[config.mk]
export PLATFORM = sky130hd
export DESIGN_NAME = lock_ctrl
export DESIGN_NICKNAME = d
export VERILOG_FILES = /design/src/rtl/lock_pkg.sv /design/src/rtl/key_edge.sv /design/src/rtl/lock_ctrl.sv
export SDC_FILE = /design/constraint.sdc
export NUM_CORES = 1
export LEC_CHECK = 0
export ABC_AREA = 1
export CAP_MARGIN = 10
export CORE_MARGIN = 2
export CORE_UTILIZATION = 30
export DETAILED_ROUTE_END_ITERATION = 8
export PLACE_DENSITY = 0.55
export SLEW_MARGIN = 30
export SYNTH_ARGS = -nofsm -noshare
export SYNTH_HDL_FRONTEND = slang
export SYNTH_HIERARCHICAL = 1
export SYNTH_SLANG_ARGS = --single-unit
[constraint.sdc]
create_clock -name ck -period 2.15 [get_ports ck]
set_clock_uncertainty 0.05 [all_clocks]
set_input_delay 0.3225 -clock ck [delete_from_list [all_inputs] [get_ports ck]]
set_output_delay 0.3225 -clock ck [all_outputs]
set_load 0.005 [all_outputs]
[src/rtl/lock_pkg.sv]
// Shared constants for the electronic lock controller: state encoding,
// special key codes and the timer width helper.
package lock_pkg;

   localparam logic [1:0] ST_LOCKED = 2'd0;
   localparam logic [1:0] ST_OPEN   = 2'd1;
   localparam logic [1:0] ST_ALARM  = 2'd2;

   localparam logic [3:0] KEY_STAR  = 4'hA;
   localparam logic [3:0] KEY_HASH  = 4'hB;

   // Bits needed to count 0 .. max(a,b)-1.
   function automatic int unsigned tmr_width(input int unsigned a, input int unsigned b);
      int unsigned m;
      m = (a > b) ? a : b;
      return (m < 2) ? 1 : $clog2(m);
   endfunction

endpackage

[src/rtl/key_edge.sv]
// Rising-edge detector on keyenbl: one kev pulse per press plus the keycode
// captured on the edge cycle. Resets "high" so a held key needs a new press.
module key_edge (
   input  logic       ck,
   input  logic       resetn,
   input  logic       keyenbl,
   input  logic [3:0] keycode,
   output logic       kev,
   output logic [3:0] key
);

   logic enbl_q;
   logic rise_c;

   assign rise_c = keyenbl & ~enbl_q;

   always_ff @(posedge ck or negedge resetn) begin
      if (!resetn) begin
         enbl_q <= 1'b1;
         kev    <= 1'b0;
         key    <= 4'h0;
      end else begin
         enbl_q <= keyenbl;
         kev    <= rise_c;
         if (rise_c) key <= keycode;
      end
   end

endmodule

[src/rtl/lock_ctrl.sv]
// Keypad lock controller: code entry, compare, auto-relock and alarm.
// Define CODE_CHANGE_EN to allow reprogramming the code with '#' while open.
module lock_ctrl
   import lock_pkg::*;
#(
   parameter int unsigned DIGITS      = 4,
   parameter logic [DIGITS*4-1:0] INIT_CODE = 16'h1234,
   parameter int unsigned OPEN_TICKS  = 160,
   parameter int unsigned MAX_FAIL    = 3,
   parameter int unsigned ALARM_TICKS = 320
) (
   input  logic                ck,
   input  logic                resetn,
   input  logic                tick,
   input  logic [3:0]          keycode,
   input  logic                keyenbl,
   output logic [DIGITS*4-1:0] sftreg,
   output logic [3:0]          ndig,
   output logic                unlock,
   output logic                alarm,
   output logic [1:0]          failcnt
);

   localparam int unsigned W  = DIGITS * 4;
   localparam int unsigned TW = tmr_width(OPEN_TICKS, ALARM_TICKS);

   logic          kev;
   logic [3:0]    key;
   logic [1:0]    state, state_n;
   logic [TW-1:0] timer, timer_n;
   logic [W-1:0]  sftreg_n, shifted;
   logic [W-1:0]  code;
   logic [3:0]    ndig_n, ndig_inc;
   logic [1:0]    failcnt_n;
   logic          is_dig, is_star, is_hash, full, match, fail_max;
   logic          open_exp, alarm_exp;

   key_edge u_key_edge (
      .ck      (ck),
      .resetn  (resetn),
      .keyenbl (keyenbl),
      .keycode (keycode),
      .kev     (kev),
      .key     (key)
   );

`ifdef CODE_CHANGE_EN
   logic [W-1:0] code_n;
   always_ff @(posedge ck or negedge resetn) begin
      if (!resetn) code <= INIT_CODE;
      else         code <= code_n;
   end
`else
   assign code = INIT_CODE;
`endif

   assign is_dig    = kev && (key <= 4'd9);
   assign is_star   = kev && (key == KEY_STAR);
   assign is_hash   = kev && (key == KEY_HASH);
   assign full      = (ndig == 4'(DIGITS));
   assign match     = full && (sftreg == code);
   assign fail_max  = (32'(failcnt) + 32'd1) >= 32'(MAX_FAIL);
   assign open_exp  = (state == ST_OPEN)  && tick && (timer == TW'(OPEN_TICKS - 1));
   assign alarm_exp = (state == ST_ALARM) && tick && (timer == TW'(ALARM_TICKS - 1));
   assign shifted   = W'({sftreg, key});
   assign ndig_inc  = full ? ndig : ndig + 4'd1;

   // State register and all datapath/output registers.
   always_ff @(posedge ck or negedge resetn) begin
      if (!resetn) begin
         state   <= ST_LOCKED;
         timer   <= '0;
         sftreg  <= '0;
         ndig    <= 4'd0;
         failcnt <= 2'd0;
         unlock  <= 1'b0;
         alarm   <= 1'b0;
      end else begin
         state   <= state_n;
         timer   <= timer_n;
         sftreg  <= sftreg_n;
         ndig    <= ndig_n;
         failcnt <= failcnt_n;
         unlock  <= (state_n == ST_OPEN);
         alarm   <= (state_n == ST_ALARM);
      end
   end

   // Next-state logic; an expiring timer takes precedence over any key.
   always_comb begin
      state_n = state;
      case (state)
         ST_LOCKED: begin
            if (is_hash) begin
               if (match)         state_n = ST_OPEN;
               else if (fail_max) state_n = ST_ALARM;
            end
         end
         ST_OPEN:  if (open_exp || is_star) state_n = ST_LOCKED;
         ST_ALARM: if (alarm_exp)           state_n = ST_LOCKED;
         default:  state_n = ST_LOCKED;
      endcase
   end

   // Datapath next values: entry register, digit count, fail count, timer.
   always_comb begin
      sftreg_n  = sftreg;
      ndig_n    = ndig;
      failcnt_n = failcnt;
      timer_n   = timer;
`ifdef CODE_CHANGE_EN
      code_n    = code;
`endif
      case (state)
         ST_LOCKED: begin
            if (is_dig) begin
               sftreg_n = shifted;
               ndig_n   = ndig_inc;
            end else if (is_star || is_hash) begin
               sftreg_n = '0;
               ndig_n   = 4'd0;
               timer_n  = '0;
               if (is_hash) begin
                  if (match)         failcnt_n = 2'd0;
                  else if (fail_max) failcnt_n = 2'(MAX_FAIL);
                  else               failcnt_n = failcnt + 2'd1;
               end
            end
         end
         ST_OPEN: begin
            if (open_exp || is_star) begin
               sftreg_n = '0;
               ndig_n   = 4'd0;
               timer_n  = '0;
            end else if (is_dig) begin
               sftreg_n = shifted;
               ndig_n   = ndig_inc;
               timer_n  = '0;
            end else begin
               if (tick) timer_n = timer + TW'(1);
`ifdef CODE_CHANGE_EN
               if (is_hash) begin
                  sftreg_n = '0;
                  ndig_n   = 4'd0;
                  if (full) begin
                     code_n  = sftreg;
                     timer_n = '0;
                  end
               end
`endif
            end
         end
         ST_ALARM: begin
            if (alarm_exp) begin
               timer_n   = '0;
               failcnt_n = 2'd0;
            end else if (tick) begin
               timer_n = timer + TW'(1);
            end
         end
         default: begin
            sftreg_n  = '0;
            ndig_n    = 4'd0;
            failcnt_n = 2'd0;
            timer_n   = '0;
         end
      endcase
   end

endmodule

==> results of run 1 <==
[cell families (layout without fill, tap and decap cells)]
| group | Yosys count | count (layout) | synth area share [%] |
|---|---|---|---|
| buffers and inverters | 54 | 96 | 10.4 |
| adders and majority gates | 7 | 7 | 3.80 |
| and+or+nand+nor | 200 | 200 | 35.3 |
| xor gates and xnor gates | 5 | 5 | 1.90 |
| AOI/OAI and AO/OA | 14 | 14 | 3.96 |
| DFF | 41 | 41 | 44.6 |
[routing by layer]
metal	vias to the layer above	wire [um]
li1	1051	-
met2	26	2260
met1	907	2290
met5	-	0
met3	5	148
met4	0	61
[cell type report]
class | count | share of cell area, %
Clock inverter | 2 | 1.30
Timing Repair Buffer | 40 | 13.9
Tap cell | 99 | 4.29
Clock buffer | 6 | 2.86
Sequential cell | 41 | 35.6
Inverter | 48 | 6.24
Multi-Input combinational cell | 226 | 35.9
[worst max path at each step]
stage	startpoint	to	depth (start not counted)
final	state[1]	sftreg[0]	9
after global routing	state[0]	ndig[3]	11
after CTS	state[1]	sftreg[6]	9
after floorplan	state[1]	sftreg[0]	10
after global placement	tick	sftreg[15]	9
after detailed placement	tick	sftreg[5]	9
[synth_stat cells (4+ instances only)]
| cell | n | area share, % |
|---|---|---|
| a21oi_1 | 5 | 1.1 |
| buf_6 | 4 | 2.0 |
| dfrtp_1 | 40 | 43 |
| ha_1 | 7 | 3.8 |
| inv_1 | 46 | 7.5 |
| nand2_1 | 117 | 19 |
| nand3_1 | 15 | 3.3 |
| nand4_1 | 4 | 1.1 |
| nor2_1 | 52 | 8.5 |
| nor3_1 | 5 | 1.1 |
| o21ai_0 | 5 | 1.1 |
| xor2_1 | 5 | 1.9 |
[timing repair]
item	CTS	global route
endpoints found under the setup margin	0	0
hold buffers	1	0
endpoints found under the hold margin	20	0
[power by group through the flow]
stage          Sequential (mW)  Clock (mW)  Combinational, mW
3_3_place_gp             0.990           0              0.822
2_1_floorplan            0.976           0              0.570
6_report                 0.975       0.651              0.816
3_5_place_dp             0.992           0              0.828
5_1_grt                  0.994       0.705              0.960
4_1_cts                  0.978       0.674              0.831
[metrics by stage]
stage | area (um2) | utilization (%) | setup WS [ns] | total power [mW] | hold slack (ns)
after floorplan | 2300 | - | 0.463 | 1.55 | -0.0231
after global placement | 2760 | 37.6 | 0.0951 | 1.81 | 0.278
after detailed placement | 2760 | 37.6 | 0.0849 | 1.82 | 0.274
after CTS | 2890 | 39.4 | 0.352 | 2.48 | 0.465
after global routing | 2890 | 39.4 | 0.132 | 2.66 | 0.496
final | 2890 | 39.4 | 0.367 | 2.44 | 0.461
[registers in the layout (all words and copies together) (netlist names)]
name               cells
unlock                 1
timer                  9
sftreg                16
state                  2
alarm                  1
u_key_edge/enbl_q      1
failcnt                2
u_key_edge/kev         1
ndig                   4
u_key_edge/key         4
[worst max-delay path, cell delays in order (launching register included)]
cell and delay (ns):
dfrtp_1 0.41, inv_1 0.11, ha_1 0.26, inv_1 0.06, a21oi_1 0.19, nand3_2 0.11, nand3b_2 0.15, buf_4 0.25
nand2_1 0.07, nand2_1 0.07
==> qor.yml, run 1 <==
worst_setup_path:
  end_kind: "flop"
  r2r_slack_ns: 0.37
  r2r_end: "sftreg[0]"
  worstReg2RegStart: "state[1]"
  reg2reg_depth: 9
  worstPathMaxFanout: 17
  cp.arrival_ns: 1.97
  start_kind: "flop"
  cp_data_required_time_ns: 2.34
  path_class: "flop to flop"
placed_design:
  dp_hpwl_um: 3560
  portBuffers: 31
  dp.cells: 453
  gp_congestion: 0.836
synth:
  synth_nets: 336
  synth_ff_type: "dfrtp_1"
  ys_ff_latch: 41
  synthesis.area_mm2: 0.00230
  yosysSeqAreaShare_pct: 44.6
  ys_types: 24
  synth-edff-count: 0
  postSynthAreaPerCell_um2: 7.18
  async_reset_ff_share_pct: 100
  netlist_instances: 321
  yosysWarnings: 6
global_route:
  use_met3_pct: 2.63
  grt_remaining_overflow: 0
  grt_pass1_vias: 1922
  busiest_layer: "met2"
  antenna_found_initial: 0
  grt_use_met1_pct: 15.6
  grt_usage_pct: 12.6
  use_met2_pct: 21.9
  grt_max_degree: 22
  grt_pass1_wl_um: 8630
route:
  ant_nets: 0
  first_iter_violations: 72
  routed_wl_um: 4760
  drcViolationCount: 0
  via_count: 1989
  via_per_inst: 4.31
  routedWlPerCell_um: 10.3
  dr.pass1.iters: 4
power:
  p_int_mw: 1.60
  leakage_nw: 1.42
  ir_worst_vdd_mv: 0.462
  p_sw_uw: 844
  p_comb_share_pct: 33.4
  swShare_pct: 34.6
  p_seq_share_pct: 39.9
  p_clk_share_pct: 26.7
  pwr_density_cell_mw_per_mm2: 846
timing:
  period_share_pct: 82.9
  tightest_slew_ns: 0.521
  fmax_mhz: 561
  period_needed_ns: 1.78
  finalHoldViolCount: 0
  setup_tns_ns: 0
  rsz0062_at_grt: "false"
  setup-violations-final: 0
  slew_violations: 0
  max_slew_margin_pct: 65.3
clock_tree:
  clock_path_buffers: 2
  cts_htree_levels: 2
  cts_made_buffers: 5
  clk_latency_ns: 0.30
  clockRootBuffer: "clkbuf_8"
  cts_resized: 0
  cts.clk_slew.worst_paths_ns: 0.09
  cts_sinks: 41
  post_cts_buffers: 0
  cts_tree: "built"
hold_path:
  min_path_type: "flop to flop"
  worstHoldStart: "sftreg[12]"
  hold_end: "sftreg[12]"
  hold_path_depth: 2
finish:
  seqCellArea_mm2: 0.00103
  drive_above_1_share_pct: 7.44
  areaGrowthSynthToFinish_pct: 25.4
  fill_cells: 771
  multi_input_area_mm2: 0.00104
  mostFrequentLayoutCell: "nand2_1"
  stdcell_count: 462
  layout_common_cells: "117 x nand2_1, 52 x nor2_1, 46 x inv_1"
  antennaDiodeCount: 0
  nets: 377
run_status:
  outcome: "finished, final reports clean"
floorplanning:
  std_cell_rows: 31
  core_area_mm2: 0.00733
  fp.dieH_um: 91.6
  initial_core_util_pct: 31.4
  die_x_um: 91.6
  io_pins: 32
  die-area_mm2: 0.00840
run:
  max-cap-violations: 0
(Power assumes the default switching activity.)
==> run 2: changes to the inputs <==
==> constraint.sdc (replaced) <==
create_clock -name ck -period 1.7 [get_ports ck]
set_clock_uncertainty 0.05 [all_clocks]
set_input_delay 0.255 -clock ck [delete_from_list [all_inputs] [get_ports ck]]
set_output_delay 0.255 -clock ck [all_outputs]
set_load 0.005 [all_outputs]
==> run 2 against run 1 <==
Die area stayed put; cell area is 9.7% higher; combinational power is 69% higher; sequential share of layout area is 3.1 points lower; clock power is 15% higher; critical path depth is 3 higher; worst hold slack worse by 0.074 ns; via count is 4.9% higher; setup slack worse by 0.31 ns; maximum frequency is 8.3% higher; critical path type unchanged; critical endpoint is now sftreg[14]; largest power group is now combinational cells; highest routed layer unchanged.
==> qor.yml, run 2 (synthesis gave the netlist of run 1 again) <==
run_status:
  outcome: "finished, final reports clean"
clock_tree:
  cts_sinks: 41  # unchanged
  cts_htree_levels: 2  # unchanged
  clockRootBuffer: "clkbuf_8"
  clock_path_buffers: 2  # unchanged
  cts.clk_slew.worst_paths_ns: 0.08  # about the same
  cts_tree: "built"
  cts_made_buffers: 5  # unchanged
  clk_latency_ns: 0.29  # about the same
timing:
  finalHoldViolCount: 0  # unchanged
  setup-violations-final: 0  # unchanged
  period_needed_ns: 1.65  # -0.137 ns
  setup_ws_ns: 0.0545  # -0.313 ns
  slew_violations: 0  # unchanged
  rsz0062_at_grt: "true"
  tightest_slew_ns: 0.517  # -0.00416 ns
  max_slew_margin_pct: 65.5  # +0.28 points
  fmax_mhz: 608  # +8.3%
  period_share_pct: 96.8  # +14 points
hold_path:
  hold_path_depth: 3  # +1
  min_path_type: "input port to flop"
finish:
  fill_cells: 732  # -5.1%
  seqCellArea_mm2: 0.00103  # +0.24%
  areaGrowthSynthToFinish_pct: 37.5
  multi_input_area_mm2: 0.00112  # +8.5%
  drive_above_1_share_pct: 16.9  # +9.4 points
  layout_common_cells: "113 x nand2_1, 44 x nor2_1, 43 x inv_1"
  largestRegisters: "sftreg (16), timer (9)"
  final_cell_area_mm2: 0.00317  # +9.7%
  largest-register: "sftreg"
  antennaDiodeCount: 0  # unchanged
  mostFrequentLayoutCell: "nand2_1"
  largest_reg_flops: 16  # unchanged
  fin_util_pct: 43.2  # +3.8 points
  nets: 394  # +4.5%
worst_setup_path:
  start_kind: "flop"
  worstPathMaxFanout: 15  # -2
  end_kind: "flop"
  reg2reg_depth: 12  # +3
  path_class: "flop to flop"
  cp.arrival_ns: 1.78  # -0.19 ns
  cp_data_required_time_ns: 1.84  # -0.50 ns
route:
  via_per_inst: 4.37  # +1.4%
  routed_wl_um: 5190  # +9.1%
  via_count: 2087  # +4.9%
  drcViolationCount: 0  # unchanged
  first_iter_violations: 57  # -21%
  dr.pass1.iters: 4  # unchanged
  ant_nets: 0  # unchanged
  routedWlPerCell_um: 10.9  # +5.5%
run:
  max-cap-violations: 0  # unchanged
placed_design:
  place_ws_ns: -0.217  # -0.302 ns
  dp_hpwl_um: 3660  # +2.6%
  gp_congestion: 0.815  # -2.6%
  portBuffers: 31  # unchanged
  place_area_mm2: 0.00285  # +3.2%
floorplanning:
  die_x_um: 91.6  # unchanged
  core_area_mm2: 0.00733  # unchanged
  fp.dieH_um: 91.6  # unchanged
  io_pins: 32  # unchanged
  std_cell_rows: 31  # unchanged
  die-area_mm2: 0.00840  # unchanged
  initial_core_util_pct: 31.4  # unchanged
global_route:
  grt_usage_pct: 13.3  # +0.62 points
  antenna_found_initial: 0  # unchanged
  grt_pass1_vias: 2113  # +9.9%
  grt_remaining_overflow: 0  # unchanged
  grt_max_degree: 42  # +91%
  grt_pass1_wl_um: 9100  # +5.5%
power:
  ir_worst_vdd_mv: 0.634  # +37%
  leakage_nw: 1.55  # +8.7%
  pwr_density_cell_mw_per_mm2: 1060  # +25%
==> run 2: cell count changes in the layout (fill, tap and decap cells not counted), moves of 3 or more <==
cell | previous run | this run
nor2_1 | 52 | 44
inv_2 | 2 | 5
buf_6 | 0 | 4
nand2_2 | 2 | 6
nand2_1 | 117 | 113
inv_1 | 46 | 43
buf_4 | 6 | 15
nor2_2 | 1 | 7
==> run 2: worst max-delay path, cell delays in order (launching register included) <==
cell and delay, ns:
dfrtp_1 0.42, inv_2 0.08, ha_1 0.15, inv_1 0.07
nor2_2 0.13, nand2_2 0.08, nor2_1 0.09, inv_1 0.07
nand3b_4 0.09, inv_2 0.05, buf_12 0.14, nand2_1 0.06
nand2_1 0.05
==> run 2: path summary, 6_finish.rpt <==
kind / start / end / slack, ns
max in group asynchronous: resetn / u_key_edge/key[2] / 0.70
worst min register to register: sftreg[14] / sftreg[14] / 0.46
worst max-delay path: state[0] / sftreg[14] / 0.05
min in group asynchronous: resetn / sftreg[4] / 0.49
worst min-delay path: tick / timer[1] / 0.39
worst max register to register: state[0] / sftreg[14] / 0.05
==> run 2: layout make-up <==
class                   instances  area share (%)
multi-input cells             226            35.5
flip-flops and latches         41            32.5
repair buffers                 57            19.1
inverters                      48            5.69
well taps                      99            3.91
clock buffers                   5            2.17
clock inverters                 2            1.11
==> run 2: power by group <==
group	switching (mW)	internal [mW]
clock network	0.322	0.427
registers	0.106	1.11
logic	0.708	0.672
==> run 2: timing repair <==
| item | CTS | global route |
|---|---|---|
| endpoints found under the hold margin | 40 | 0 |
| setup buffers | 0 | 4 |
| gates resized for setup | 0 | 32 |
| hold buffers | 1 | 0 |
| endpoints found under the setup margin | 0 | 30 |
==> run 2: metrics by stage <==
step | TNS (ns) | instances | power [mW] | hold slack, ns
2_1_floorplan | 0 | 321 | 1.95 | -0.0906
3_3_place_gp | -4.58 | 463 | 2.46 | 0.308
3_5_place_dp | -6.13 | 463 | 2.48 | 0.303
4_1_cts | 0 | 471 | 3.24 | 0.461
5_1_grt | -0.517 | 478 | 3.60 | 0.382
6_report | 0 | 478 | 3.34 | 0.387
==> run 2: layer usage <==
layer	wire (um)	global-route usage, %	vias up
met2	2630	23.6	28
met5	0	0	-
li1	-	-	1078
met4	66	5.30	0
met1	2330	15.5	975
met3	162	2.71	6
==> run 3: changes to the inputs <==
--- a/config.mk
+++ b/config.mk
@@ -7,10 +7,9 @@
 export LEC_CHECK = 0
 export ABC_AREA = 1
 export CAP_MARGIN = 10
-export CORE_MARGIN = 2
-export CORE_UTILIZATION = 30
+export CORE_UTILIZATION = 54
 export DETAILED_ROUTE_END_ITERATION = 8
-export PLACE_DENSITY = 0.55
+export PLACE_DENSITY = 0.85
 export SLEW_MARGIN = 30
 export SYNTH_ARGS = -nofsm -noshare
 export SYNTH_HDL_FRONTEND = slang
==> run 3 against run 2 <==
The run now ends with setup timing left; routed wire length grew 22%; setup slack got worse by 0.19 ns; final cell count fell by 8.4%; die area fell by 46%; critical path depth down 3; global-route usage is 10 points higher; sequential power hardly changed; power grew 1.8%; worst hold slack gained 0.014 ns; critical endpoint is now sftreg[2]; largest cell class unchanged.
==> qor.yml, run 3 (synthesis gave the netlist of run 1 again) <==
timing:
  period_share_pct: 108  # +11 points
  fmax_mhz: 545  # -10%
  period_needed_ns: 1.84  # +0.191 ns
  tightest_slew_ns: 0.532  # +0.0145 ns
  setup-violations-final: 28  # +28
  rsz0062_at_grt: "true"
  slew_violations: 0  # unchanged
  holdWs_ns: 0.401  # +0.0139 ns
  setup_tns_ns: -2.07  # -2.07 ns
  setup_ws_ns: -0.136  # -0.191 ns
  max_slew_margin_pct: 64.6  # -0.97 points
  finalHoldViolCount: 0  # unchanged
worst_setup_path:
  cp_data_required_time_ns: 1.84  # about the same
  r2r_slack_ns: -0.14  # -0.19 ns
  critPathCapture: "sftreg[2]"
  reg2reg_depth: 9  # -3
  end_kind: "flop"
  worstPathMaxFanout: 5  # -10
  r2r_end: "sftreg[2]"
  cp.arrival_ns: 1.98  # +0.20 ns
  start_kind: "flop"
  worstReg2RegStart: "timer[5]"
  crit_start: "timer[5]"
  path_class: "flop to flop"
finish:
  final_cell_area_mm2: 0.00321  # +1.4%
  areaGrowthSynthToFinish_pct: 39.4
  layout_common_cells: "112 x nand2_1, 41 x inv_1, 39 x dfrtp_1"
  largestRegisters: "sftreg (16), timer (9)"
  antennaDiodeCount: 0  # unchanged
  drive_above_1_share_pct: 22.7  # +5.8 points
  fill_cells: 249  # -66%
  largest_reg_flops: 16  # unchanged
  largest-register: "sftreg"
  mostFrequentLayoutCell: "nand2_1"
  nets: 402  # +2.0%
global_route:
  antenna_found_initial: 0  # unchanged
  grt_usage_pct: 23.3  # +10 points
  grt_pass1_vias: 1827  # -14%
  grt_max_degree: 25  # -40%
  grt_pass1_wl_um: 7940  # -13%
  grt_remaining_overflow: 0  # unchanged
route:
  drcViolationCount: 0  # unchanged
  routedWlPerCell_um: 14.5  # +33%
  dr.pass1.iters: 7  # +3
  via_per_inst: 5.29  # +21%
  via_count: 2318  # +11%
  routed_wl_um: 6340  # +22%
  ant_nets: 0  # unchanged
  first_iter_violations: 183  # +220%
floorplanning:
  initial_core_util_pct: 56.8  # +25 points
  die-area_mm2: 0.00453  # -46%
  die_x_um: 67.3  # -27%
  fp.dieH_um: 67.3  # -27%
  io_pins: 32  # unchanged
  core_area_mm2: 0.00406  # -45%
  std_cell_rows: 23  # -26%
clock_tree:
  cts_made_buffers: 5  # unchanged
  clock_path_buffers: 2  # unchanged
  cts_sinks: 41  # unchanged
  cts.clk_slew.worst_paths_ns: 0.08  # about the same
  clk_latency_ns: 0.30  # about the same
  cts_htree_levels: 2  # unchanged
  clockRootBuffer: "clkbuf_8"
  cts_tree: "built"
power:
  pwr_density_cell_mw_per_mm2: 1060  # +0.33%
  p_clk_share_pct: 18.2  # -4.2 points
  p_seq_share_pct: 35.9  # -0.4 points
  p_sw_mw: 1.30  # +14%
  swShare_pct: 38.1  # +4.1 points
  ir_worst_vdd_mv: 0.625  # -1.4%
  p_comb_share_pct: 45.9  # +4.6 points
  p_int_mw: 2.10  # -4.6%
  leakage_nw: 1.57  # +1.4%
placed_design:
  place_area_mm2: 0.00280  # -1.5%
  gp_congestion: 0.907  # +11%
  dp_hpwl_um: 3610  # -1.2%
  portBuffers: 31  # unchanged
hold_path:
  min_path_type: "input port to asynchronous set/reset pin"
run_status:
  outcome: "finished with violations"
  violations: "setup timing"
run:
  max-cap-violations: 0  # unchanged
-- run 3: worst min path at each step --
stage	depth (start not counted)	slack, ns	from	to
after floorplan	0	-0.09	resetn	alarm
after global placement	1	0.20	resetn	sftreg[13]
after detailed placement	1	0.22	resetn	sftreg[14]
after CTS	2	0.43	resetn	sftreg[14]
after global routing	2	0.47	resetn	sftreg[15]
final	2	0.40	resetn	sftreg[14]
-- run 3: cell type report --
class	count	area (um2)	share of cell area (%)
inverter	48	185	5.77
tap	50	62.6	1.95
timing repair buffer	65	649	20.2
sequential	41	1030	32.0
clock inverter	2	10.0	0.312
multi-input combinational	226	1200	37.5
clock buffer	6	72.6	2.26
-- run 3: through the flow --
stage               util, %  cells  worst slack [ns]  power (mW)
floorplan                 -    321            0.0129        1.95
global placement       69.0    418            -0.120        2.39
detailed placement     69.0    418            -0.184        2.43
CTS                    71.6    427          0.000768        3.05
global route           79.2    438            -0.224        3.60
finish                 79.2    438            -0.136        3.40
-- run 3: worst max-delay path: stages, from the launching register on --
cell       delay, ns
dfrtp_1         0.40
inv_1           0.11
nand2_1         0.09
nor2_1          0.26
nand3_4         0.14
a22oi_4         0.30
clkbuf_16       0.22
nor2_1          0.04
nand2_1         0.06
nand2_1         0.07
-- run 3: layer usage --
layer	vias up	share of wire [%]	routed length [um]	track usage (%)
li1	1105	-	-	-
met4	0	3.1	199	8.78
met3	24	6.2	390	5.57
met2	120	49	3100	38.5
met1	1069	42	2650	29.5
met5	-	0	0	0
-- run 3: power groups by stage --
stage | clock (mW) | combinational, mW | sequential [mW]
detailed placement | 0 | 1.20 | 1.23
finish | 0.619 | 1.56 | 1.22
CTS | 0.629 | 1.21 | 1.21
global route | 0.669 | 1.70 | 1.23
floorplan | 0 | 0.720 | 1.23
global placement | 0 | 1.16 | 1.22
-- run 3: what timing repair did --
item | in CTS | in global routing
setup endpoints to repair | 5 | 32
hold endpoints to repair | 21 | 0
pin swaps | 0 | 27
setup buffers | 0 | 8
cloned | 0 | 3
resized for setup | 3 | 54
hold buffers | 1 | 0
